===== config.mk =====
export PLATFORM = sky130hd
export DESIGN_NAME = polar_to_xy_15
export DESIGN_NICKNAME = d
export VERILOG_FILES = /design/src/rtl/polar_to_xy_15.sv
export SDC_FILE = /design/constraint.sdc
export NUM_CORES = 1
export LEC_CHECK = 0
export ABC_AREA = 1
export BUFFER_PORTS_ARGS = -buffer_cell sky130_fd_sc_hd__buf_2
export CAP_MARGIN = 30
export CORE_AREA = 2 2 139 141
export DETAILED_ROUTE_END_ITERATION = 6
export DIE_AREA = 0 0 141 143
export GPL_TIMING_DRIVEN = 0
export HOLD_SLACK_MARGIN = 0.06
export SLEW_MARGIN = 20
export SYNTH_ARGS = -nofsm -noshare
export SYNTH_HDL_FRONTEND = slang
export SYNTH_SLANG_ARGS = --single-unit

===== constraint.sdc =====
create_clock -name clk -period 5.32 [get_ports clk]
set_input_delay 0.798 -clock clk [delete_from_list [all_inputs] [get_ports clk]]
set_output_delay 0.798 -clock clk [all_outputs]
set_load 0.01 [all_outputs]

===== src/rtl/polar_to_xy_15.sv =====
// polar_to_xy_15: sequential polar-to-Cartesian converter (shared shift-add multiplier, Q1.16 sine LUT).
// Optional macro POLAR_XY_ROUND_EN selects round-half-up magnitudes instead of truncation.
module polar_to_xy_15 #(
   parameter int R_WIDTH   = 8,
   parameter int FRAC_BITS = 8
) (
   input  logic                      clk,
   input  logic                      reset,
   input  logic                      in_valid,
   output logic                      in_ready,
   input  logic [R_WIDTH-1:0]        r,
   input  logic [4:0]                angle_idx,
   output logic                      out_valid,
   input  logic                      out_ready,
   output logic signed [R_WIDTH:0]   x,
   output logic signed [R_WIDTH:0]   y,
   output logic                      out_err
);
   localparam int PW     = R_WIDTH + FRAC_BITS + 1;
   localparam int CW     = FRAC_BITS + 1;
   localparam int CNT_W  = (R_WIDTH > 1) ? $clog2(R_WIDTH) : 1;
   localparam int DROP   = 16 - FRAC_BITS;
   localparam int RND_SH = (FRAC_BITS < 16) ? 15 - FRAC_BITS : 0;
   localparam logic [17:0]      RND_ADD = (FRAC_BITS < 16) ? (18'd1 << RND_SH) : 18'd0;
   localparam logic [CNT_W-1:0] LAST    = CNT_W'(R_WIDTH - 1);

   typedef enum logic [1:0] {IDLE, MUL_X, MUL_Y, DONE} state_t;
   state_t state, state_nxt;

   function automatic logic [16:0] sin_lut(input logic [2:0] k);
      case (k)
         3'd0:    sin_lut = 17'd0;
         3'd1:    sin_lut = 17'd16962;
         3'd2:    sin_lut = 17'd32768;
         3'd3:    sin_lut = 17'd46341;
         3'd4:    sin_lut = 17'd56756;
         3'd5:    sin_lut = 17'd63303;
         default: sin_lut = 17'd65536;
      endcase
   endfunction

   function automatic logic [CW-1:0] coef_of(input logic [2:0] k);
      logic [17:0] t;
      t = ({1'b0, sin_lut(k)} + RND_ADD) >> DROP;
      coef_of = t[CW-1:0];
   endfunction

   function automatic logic [R_WIDTH:0] mag_of(input logic [PW-1:0] p);
      logic [PW-1:0] t;
`ifdef POLAR_XY_ROUND_EN
      t = (p + (PW'(1) << (FRAC_BITS - 1))) >> FRAC_BITS;
`else
      t = p >> FRAC_BITS;
`endif
      mag_of = t[R_WIDTH:0];
   endfunction

   // Sign goes on after the magnitude is final, so a zero never becomes -0.
   function automatic logic signed [R_WIDTH:0] apply_sign(input logic [R_WIDTH:0] mag,
                                                          input logic neg);
      apply_sign = (neg && (mag != '0)) ? -$signed(mag) : $signed(mag);
   endfunction

   logic [R_WIDTH-1:0] r_q;
   logic [CNT_W-1:0]   cnt;
   logic [PW-1:0]      acc, acc_nxt, addend;
   logic [CW-1:0]      cx, cy, coef_cur, s_in, c_in;
   logic               negx, negy, last, idx_bad;
   logic [4:0]         quo;
   logic [1:0]         q_in;
   logic [2:0]         m_in;

   always_comb begin
      quo      = angle_idx / 5'd6;
      q_in     = quo[1:0];
      m_in     = 3'(angle_idx - quo * 5'd6);
      idx_bad  = (angle_idx >= 5'd24);
      s_in     = coef_of(m_in);
      c_in     = coef_of(3'd6 - m_in);
      coef_cur = (state == MUL_Y) ? cy : cx;
      addend   = PW'(coef_cur) << cnt;
      acc_nxt  = r_q[cnt] ? (acc + addend) : acc;
      last     = (cnt == LAST);
   end

   always_ff @(posedge clk or posedge reset) begin
      if (reset) state <= IDLE;
      else       state <= state_nxt;
   end

   always_comb begin
      state_nxt = state;
      case (state)
         IDLE:    if (in_valid) state_nxt = idx_bad ? DONE : MUL_X;
         MUL_X:   if (last) state_nxt = MUL_Y;
         MUL_Y:   if (last) state_nxt = DONE;
         DONE:    if (out_ready) state_nxt = IDLE;
         default: state_nxt = IDLE;
      endcase
   end

   assign in_ready  = (state == IDLE);
   assign out_valid = (state == DONE);

   // Datapath: latch operands at accept, then one multiplier bit of r per clock, LSB first.
   always_ff @(posedge clk or posedge reset) begin
      if (reset) begin
         r_q     <= '0;
         cnt     <= '0;
         acc     <= '0;
         cx      <= '0;
         cy      <= '0;
         negx    <= 1'b0;
         negy    <= 1'b0;
         x       <= '0;
         y       <= '0;
         out_err <= 1'b0;
      end else begin
         case (state)
            IDLE: if (in_valid) begin
               r_q     <= r;
               cnt     <= '0;
               acc     <= '0;
               x       <= '0;
               y       <= '0;
               out_err <= idx_bad;
               cx      <= q_in[0] ? s_in : c_in;
               cy      <= q_in[0] ? c_in : s_in;
               negx    <= (q_in == 2'd1) || (q_in == 2'd2);
               negy    <= q_in[1];
            end
            MUL_X, MUL_Y: begin
               if (last) begin
                  if (state == MUL_X) x <= apply_sign(mag_of(acc_nxt), negx);
                  else                y <= apply_sign(mag_of(acc_nxt), negy);
                  acc <= '0;
                  cnt <= '0;
               end else begin
                  acc <= acc_nxt;
                  cnt <= cnt + 1'b1;
               end
            end
            default: ;
         endcase
      end
   end
endmodule


==> results.py, run 1 <==
metrics = {
    "grt": {
        "grt_pass1_vias": 4888,
        "grt_pass1_wl_mm": 23.8,
        "grt_max_degree": 52,
        "grt_antenna_before_repair": 0,
        "grt.overflow.total": 0,
        "track_usage_pct": 14.7,
    },
    "route": {
        "wl_per_cell_um": 12.8,
        "vias": 5189,
        "via_per_inst": 4.69,
        "ant_nets": 0,
        "drtPass1Iterations": 5,
        "drtIter0Drc": 282,
        "remaining_drc_errors": 0,
        "drt-total-wl_mm": 14.2,
    },
    "synthesis": {
        "yosysMostFrequentCell": "nand2_1",
        "synth_edf_count": 0,
        "synthCells": 819,
        "synth_seq_cells": 69,
        "synth_cell_types": 39,
        "synth_seq_area_share_pct": 32.2,
        "netlist_area_um2": 5360,
        "ys.flop_type": "dfrtp_1",
        "yosysTopAreaCell": "dfrtp_1",
        "syn_nets": 868,
        "synth_area_per_cell_um2": 6.54,
        "yosysTopAreaCellShare_pct": 32.2,
        "synth-async-reset-ratio_pct": 100,
        "yosysWarnings": 0,
        "synthTopCellsByCount": "284 x nand2_1, 111 x inv_1, 78 x o21ai_0",
        "synthTopCellsByArea": "dfrtp_1 32%, nand2_1 20%, inv_1 7.8%",
    },
    "power": {
        "intPower_mw": 1.98,
        "power_mw": 4.29,
        "p_leak_nw": 3.34,
        "p_clk_share_pct": 13.0,
        "p_sw_mw": 2.31,
        "p_seq_share_pct": 20.2,
        "combinationalPowerShare_pct": 66.8,
        "ir_worst_vdd_v": 0.000271,
        "p_sw_share_pct": 53.8,
        "p_per_area_nw_per_um2": 698,
    },
    "floorplan": {
        "core.rowCount": 50,
        "core_area_um2": 18600,
        "die_w_um": 141,
        "start_util_pct": 28.8,
        "die_area_um2": 20200,
        "io_pins": 38,
        "chipHeight_um": 143,
    },
    "place": {
        "place.detailed.hpwl_mm": 11.1,
        "place.gp.congestion": 0.919,
        "placed_cells": 1090,
        "io_buffers": 36,
    },
    "setup_path": {
        "arrival_ns": 5.05,
        "r2r_setup_slack_ns": 0.48,
        "cp_top_family": "simple AND/OR/NAND/NOR gates",
        "cp-end-kind": "register",
        "r2r_start": "state[0]",
        "cpMaxStageDelayCell": "dfrtp_1",
        "start_kind": "register",
        "ff2ff_path_depth": 31,
        "worst-path-buf-inv": 6,
        "worstSetupPathType": "register to register",
        "worst-path-max-fanout": 10,
        "crit_required_ns": 5.54,
        "r2r_end": "x[2]",
        "cp_slowest_stage_delay_ns": 0.42,
        "cpMostUsedCell": "nand2_1",
        "crit_path_start": "state[0]",
    },
    "finish": {
        "final_nets": 916,
        "layout-drive-gt1-share_pct": 11.2,
        "syn_to_final_growth_pct": 14.8,
        "diodes": 0,
        "postLayoutCoreUtil_pct": 33.1,
        "final_cells": 1106,
    },
    "clock_tree": {
        "cts.sinks": 69,
        "hold_buffers": 0,
        "clk_latency_ns": 0.34,
        "h-tree-depth": 3,
        "cts_root_buffer": "clkbuf_16",
        "clk_path_buf_depth": 2,
        "numCtsBuffers": 9,
        "tritoncts": "built",
        "clk_pin_slew_ns": 0.06,
    },
    "sta": {
        "slew_headroom_pct": 62.5,
        "rsz0062_at_grt": "false",
        "tightest_slew_ns": 0.563,
        "fin_crit_sh_pct": 90.9,
        "fin_skew_ns": 0.00704,
        "setup_viol": 0,
        "fin_crit_ns": 4.84,
        "fmax_ghz": 0.207,
        "finalHoldViolations": 0,
        "maxSlewViolCount": 0,
        "fin_tns_setup_ns": 0,
    },
    "status": {
        "outcome": "completed",
    },
    "hold_path": {
        "hp-class": "primary input to asynchronous set/reset pin",
    },
    "run": {
        "drv_cap": 0,
    },
}
## kinds of logic after synthesis
logic type,Yosys count,share of synthesized area (%)
compound gates,124,12.8
xor+xnor,10,1.63
fa+ha+maj,32,7.61
buf+inv,139,10.6
flops,69,32.2
mux,2,0.374
simple gates,443,34.7
## flip-flops by register name, summed over array words and instances, names as in the netlist
| name | cells |
|---|---|
| acc | 17 |
| cx | 9 |
| cy | 9 |
| x | 9 |
| y | 9 |
| r_q | 8 |
| cnt | 3 |
| state | 2 |
| negx | 1 |
| negy | 1 |
| out_err | 1 |
## per-layer routing
metal | track usage (%) | up-vias | wire length [µm]
li1 | - | 2716 | -
met1 | 19.2 | 2370 | 6830
met2 | 25.1 | 88 | 6560
met3 | 2.82 | 15 | 578
met4 | 3.89 | 0 | 195
met5 | 0 | - | 0
## power by group through the flow
stage               registers [mW]  clock network (mW)  logic, mW
detailed placement           0.872                   0       2.82
floorplan                    0.865                   0       2.07
CTS                          0.866               0.571       2.83
global route                 0.894               0.591       3.25
finish                       0.866               0.558       2.87
global placement             0.872                   0       2.81
## through the flow
stage	cell area, µm²	hold slack (ns)	worst slack [ns]
3_5_place_dp	5860	0.462	0.0261
5_1_grt	6150	0.422	0.0109
4_1_cts	6130	0.402	0.0148
3_3_place_gp	5830	0.464	0.0375
6_report	6150	0.406	0.484
2_1_floorplan	5360	0.444	1.14
## cells in the final DEF, fill, tap and decap left out, drive strengths merged
cell type / Yosys / routed
a32o: 1 / 1
nand3b: 2 / 2
a211oi: 3 / 3
o31ai: 2 / 2
clkinvlp: 0 / 1
a31oi: 1 / 1
o211ai: 4 / 4
dfrtp: 69 / 69
a21oi: 12 / 12
and2: 2 / 2
mux2i: 2 / 2
fa: 1 / 1
or2: 3 / 3
nand2: 293 / 293
nand3: 67 / 67
o2bb2ai: 1 / 1
nor2: 65 / 65
buf: 10 / 49
a22o: 1 / 1
xor2: 7 / 7
inv: 114 / 114
o22ai: 13 / 13
clkbuf: 15 / 23
xnor2: 3 / 3
nor3: 3 / 3
o21ai: 86 / 86
clkinv: 0 / 5
ha: 31 / 31
nand4: 8 / 8
## layout make-up
cell class | instances | area [µm²]
fill | 1997 | 12400
multi-input combinational | 611 | 3080
sequential | 69 | 1730
inverter | 114 | 430
tap | 234 | 293
clock buffer | 10 | 229
timing repair buffer | 38 | 215
buffer | 24 | 139
clock inverter | 6 | 40.0
## worst max-delay path by stage
stage	cells after the start	slack [ns]	to
6_report	31	0.48	x[2]
5_1_grt	29	0.01	x[2]
4_1_cts	26	0.01	y[2]
3_5_place_dp	26	0.03	y[2]
3_3_place_gp	32	0.04	x[2]
2_1_floorplan	28	1.14	x[2]
## repair_timing
| item | CTS | global route |
|---|---|---|
| setup endpoints to repair | 0 | 16 |
| gates resized for setup | 0 | 9 |
| buffers inserted | 0 | 1 |
(Power assumes the default switching activity.)
==> run 2, diff against run 1 <==
CORE_AREA = 2 2 113 115   (was 2 2 139 141)
DIE_AREA = 0 0 115 117   (was 0 0 141 143)
clock period = 5.75 ns   (was 5.32 ns; I/O delays follow)
==> results.py, run 2 (synthesis gave the netlist of run 1 again) <==
metrics = {
    "power": {
        "p_sw_mw": 2.09,
        "p_per_area_nw_per_um2": 662,
        "ir_worst_vdd_v": 0.000214,
        "p_leak_nw": 3.36,
        "intPower_mw": 1.94,
        "p_clk_share_pct": 15.6,
        "combinationalPowerShare_pct": 64.3,
        "p_seq_share_pct": 20.1,
        "p_sw_share_pct": 51.9,
        "power_mw": 4.03,
    },
    "setup_path": {
        "cpMostUsedCell": "nand2_1",
        "cp_slowest_stage_delay_ns": 0.42,
        "cp-end-kind": "register",
        "worstSetupPathType": "register to register",
        "ff2ff_path_depth": 28,
        "arrival_ns": 5.34,
        "crit_required_ns": 5.97,
        "r2r_end": "x[7]",
        "start_kind": "register",
        "worst-path-max-fanout": 10,
        "cpMaxStageDelayCell": "dfrtp_1",
        "r2r_setup_slack_ns": 0.63,
        "r2r_start": "state[0]",
    },
    "grt": {
        "grt_pass1_vias": 4740,
        "grt.overflow.total": 0,
        "grt_max_degree": 41,
        "track_usage_pct": 21.6,
        "grt_antenna_before_repair": 0,
        "grt_pass1_wl_mm": 23.0,
    },
    "clock_tree": {
        "cts_root_buffer": "clkbuf_16",
        "hold_buffers": 0,
        "tritoncts": "built",
        "cts.sinks": 69,
        "cts.repair_timing.setup_buffer_count": 0,
        "h-tree-depth": 3,
        "clk_latency_ns": 0.34,
        "clk_pin_slew_ns": 0.06,
        "numCtsBuffers": 9,
        "clk_path_buf_depth": 2,
        "cts_resized": 0,
    },
    "finish": {
        "layout-drive-gt1-share_pct": 10.9,
        "final_area_um2": 6090,
        "postLayoutCoreUtil_pct": 49.4,
        "layout_common_cells": "284 x nand2_1, 110 x inv_1, 78 x o21ai_0",
        "regMostFlops": "acc",
        "diodes": 0,
        "final_common_cell": "nand2_1",
        "largest_reg_flops": 17,
        "syn_to_final_growth_pct": 13.6,
        "final_nets": 916,
    },
    "sta": {
        "fin_skew_ns": 0.00878,
        "tightest_slew_ns": 0.569,
        "fin_tns_setup_ns": 0,
        "setup_viol": 0,
        "fmax_ghz": 0.195,
        "rsz0062_at_grt": "false",
        "finalHoldViolations": 0,
        "fin_crit_ns": 5.12,
        "maxSlewViolCount": 0,
        "fin_crit_sh_pct": 89.1,
        "slew_headroom_pct": 62.1,
    },
    "route": {
        "top_layer": "met4",
        "drt-total-wl_mm": 14.2,
        "ant_nets": 0,
        "drtPass1Iterations": 5,
        "remaining_drc_errors": 0,
        "drtIter0Drc": 286,
        "vias": 5251,
        "via_per_inst": 5.14,
        "m1WireLength_mm": 6.48,
        "wl_per_cell_um": 13.9,
        "wl_met2_mm": 7.01,
        "routed-wl-met3_um": 537,
    },
    "place": {
        "place.gp.congestion": 0.941,
        "place_area_um2": 5750,
        "io_buffers": 36,
        "place.detailed.hpwl_mm": 11.2,
    },
    "floorplan": {
        "chipHeight_um": 117,
        "io_pins": 38,
        "die_w_um": 115,
        "start_util_pct": 43.5,
        "core_area_um2": 12300,
        "die_area_um2": 13500,
        "core.rowCount": 41,
    },
    "run": {
        "drv_cap": 0,
    },
    "hold_path": {
        "holdPathStages": 2,
        "min_delay_worst_endpoint": "y[5]",
        "hold_path.startpoint": "y[5]",
        "hp-class": "register to register",
    },
    "status": {
        "outcome": "completed",
    },
}
[run 2: how the worst max path moves through the flow]
| stage | start | cells past startpoint | slack (ns) | end |
|---|---|---|---|---|
| 6_report | state[0] | 28 | 0.63 | x[7] |
| 5_1_grt | state[0] | 29 | 0.02 | x[5] |
| 4_1_cts | state[0] | 28 | 0.37 | x[2] |
| 3_5_place_dp | state[0] | 27 | 0.39 | x[5] |
| 3_3_place_gp | state[0] | 26 | 0.51 | x[2] |
| 2_1_floorplan | state[0] | 28 | 1.57 | x[2] |
[run 2: cell type report]
type | count | area [µm²]
plain buffers | 25 | 143
clock buffers | 11 | 253
clock inverters | 5 | 81.3
fillers | 1284 | 6230
inverters | 114 | 430
multi-input cells | 611 | 3060
flip-flops and latches | 69 | 1730
well taps | 150 | 188
repair buffers | 37 | 200
[run 2: stage by stage]
stage | cells | worst slack, ns | hold WS, ns
after floorplan | 819 | 1.57 | 0.444
after global placement | 1005 | 0.505 | 0.461
final | 1022 | 0.627 | 0.473
after global routing | 1022 | 0.0160 | 0.496
after CTS | 1022 | 0.374 | 0.477
after detailed placement | 1006 | 0.393 | 0.461
[run 2: routing by layer]
metal  GRT usage, %  vias up
met5              0        -
met4           4.98        0
met3           3.30       13
met2           38.5      108
met1           27.6     2418
li1               -     2712
[run 2: power groups by stage]
stage                     combinational (mW)  clock (mW)  sequential (mW)
after floorplan                         1.92           0            0.801
after global placement                  2.54           0            0.807
after detailed placement                2.57           0            0.815
after CTS                               2.58       0.635            0.809
after global routing                    2.96       0.654            0.831
final                                   2.59       0.628            0.808
[run 2: worst max-delay path: cells and delay by family (launching register included)]
family                     cells  cell delay, ns
AOI/OAI and AO/OA              5            1.00
xor gates and xnor gates       1            0.30
adders and majority gates      3            0.72
buffers and inverters          6            1.14
DFF                            1            0.42
and+or+nand+nor               13            1.43
==> run 3, diff against run 2 <==
CORE_AREA = 2 2 107 109   (was 2 2 113 115)
DIE_AREA = 0 0 109 111   (was 0 0 115 117)
PLACE_DENSITY = 0.67   (was unset)
REMOVE_ABC_BUFFERS = 1   (was unset)
==> results.py, run 3 (synthesis gave the netlist of run 1 again) <==
metrics = {
    "status": {
        "outcome": "completed",
    },
    "sta": {
        "setup_viol": 0,
        "fin_tns_setup_ns": 0,
        "tightest_slew_ns": 0.945,
        "rsz0062_at_grt": "true",
        "fin_crit_sh_pct": 94.5,
        "maxSlewViolCount": 0,
        "fin_hold_ws_ns": 0.462,
        "fin_skew_ns": 0.00628,
        "slew_headroom_pct": 36.8,
        "finalHoldViolations": 0,
        "fmax_ghz": 0.184,
        "fin_crit_ns": 5.43,
    },
    "setup_path": {
        "start_kind": "register",
        "arrival_ns": 5.65,
        "cp-end-kind": "register",
        "worst-path-max-fanout": 19,
        "r2r_start": "state[0]",
        "crit_path_start": "state[0]",
        "crit_required_ns": 5.97,
        "worstSetupPathType": "register to register",
    },
    "finish": {
        "postLayoutCoreUtil_pct": 53.3,
        "layout-drive-gt1-share_pct": 9.89,
        "final_common_cell": "nand2_1",
        "syn_to_final_growth_pct": 10.2,
        "layout_common_cells": "284 x nand2_1, 110 x inv_1, 78 x o21ai_0",
        "final_area_um2": 5900,
        "final_nets": 893,
        "regMostFlops": "acc",
        "largest_reg_flops": 17,
        "diodes": 0,
        "nFillCells": 1103,
    },
    "clock_tree": {
        "clk_path_buf_depth": 2,
        "cts_resized": 0,
        "cts.sinks": 69,
        "cts_root_buffer": "clkbuf_16",
        "h-tree-depth": 3,
        "cts.repair_timing.setup_buffer_count": 0,
        "clk_pin_slew_ns": 0.06,
        "hold_buffers": 0,
        "tritoncts": "built",
        "numCtsBuffers": 9,
        "clk_latency_ns": 0.34,
    },
    "grt": {
        "track_usage_pct": 23.8,
        "grt_antenna_before_repair": 0,
        "grt.overflow.total": 0,
        "grt_pass1_vias": 5065,
        "grt_pass1_wl_mm": 23.2,
        "grt_max_degree": 51,
    },
    "route": {
        "remaining_drc_errors": 0,
        "wl_per_cell_um": 13.3,
        "ant_nets": 0,
        "drtPass1Iterations": 5,
        "drt-total-wl_mm": 13.2,
        "vias": 5216,
        "drtIter0Drc": 277,
        "via_per_inst": 5.26,
    },
    "floorplan": {
        "die_w_um": 109,
        "io_pins": 38,
        "start_util_pct": 48.4,
        "chipHeight_um": 111,
        "die_area_um2": 12100,
        "core.rowCount": 39,
        "core_area_um2": 11100,
    },
    "run": {
        "drv_cap": 0,
    },
    "place": {
        "place.detailed.hpwl_mm": 10.1,
        "io_buffers": 37,
        "place.gp.congestion": 0.919,
        "place_area_um2": 5610,
    },
    "power": {
        "p_per_area_nw_per_um2": 647,
        "power_mw": 3.82,
        "ir_worst_vdd_v": 0.000287,
        "p_leak_nw": 3.27,
    },
    "hold_path": {
        "hp-class": "primary input to asynchronous set/reset pin",
    },
}
==> run 3: power breakdown <==
part | leakage [nW] | internal [mW] | switching (mW) | total (mW)
logic | 2.24 | 0.794 | 1.69 | 2.48
registers | 0.890 | 0.686 | 0.134 | 0.821
clock network | 0.137 | 0.294 | 0.223 | 0.517
==> run 3: area by class of cell <==
type / count / area, µm² / area share [%]
Tap cell: 143 / 179 / 3.03
Timing Repair Buffer: 39 / 228 / 3.86
Clock inverter: 7 / 51.3 / 0.869
Multi-Input combinational cell: 611 / 3060 / 51.9
Clock buffer: 9 / 225 / 3.81
Inverter: 114 / 430 / 7.29
Sequential cell: 69 / 1730 / 29.2
==> run 3: critical path, cell delays in order (launching register included) <==
cell and delay [ns]:
dfrtp_1 0.42, inv_1 0.13, ha_1 0.54, o21ai_0 0.28, nand2_1 0.10, o21ai_0 0.11, nand2_1 0.08, o21ai_0 0.12
nand2_1 0.09, o21ai_0 0.16, ha_1 0.41, nand2_1 0.11, nor2_1 0.18, nand3_1 0.13, nand4_1 0.11, nand3_1 0.11
nand2_1 0.24, inv_1 0.11, ha_1 0.27, nand4_1 0.15, nor2_1 0.06, ha_1 0.23, nor2_1 0.73, inv_1 0.13
o21ai_0 0.21, o21ai_0 0.12
==> run 3: per-layer routing <==
| metal | share of wire (%) | GRT usage (%) | vias to the layer above |
|---|---|---|---|
| met5 | 0 | 0 | - |
| met4 | 1.6 | 7.44 | 0 |
| met3 | 4.3 | 4.00 | 19 |
| met2 | 47 | 37.8 | 105 |
| met1 | 47 | 32.8 | 2423 |
| li1 | - | - | 2669 |
==> run 3: per-stage QoR <==
step	cells	setup WS [ns]
4_1_cts	991	0.399
6_report	992	0.318
3_3_place_gp	974	0.635
5_1_grt	992	-0.227
2_1_floorplan	794	1.64
3_5_place_dp	975	0.448
==> run 3: worst paths after layout <==
| check | endpoint | slack (ns) | depth (start not counted) |
|---|---|---|---|
| setup / recovery | x[8] | 0.32 | 25 |
| hold / removal | out_err | 0.46 | 2 |
| setup reg to reg | x[8] | 0.32 | 25 |
| hold reg to reg | x[6] | 0.47 | 2 |
| max in group asynchronous | acc[7] | 4.75 | 3 |
| min in group clk | x[6] | 0.47 | 2 |
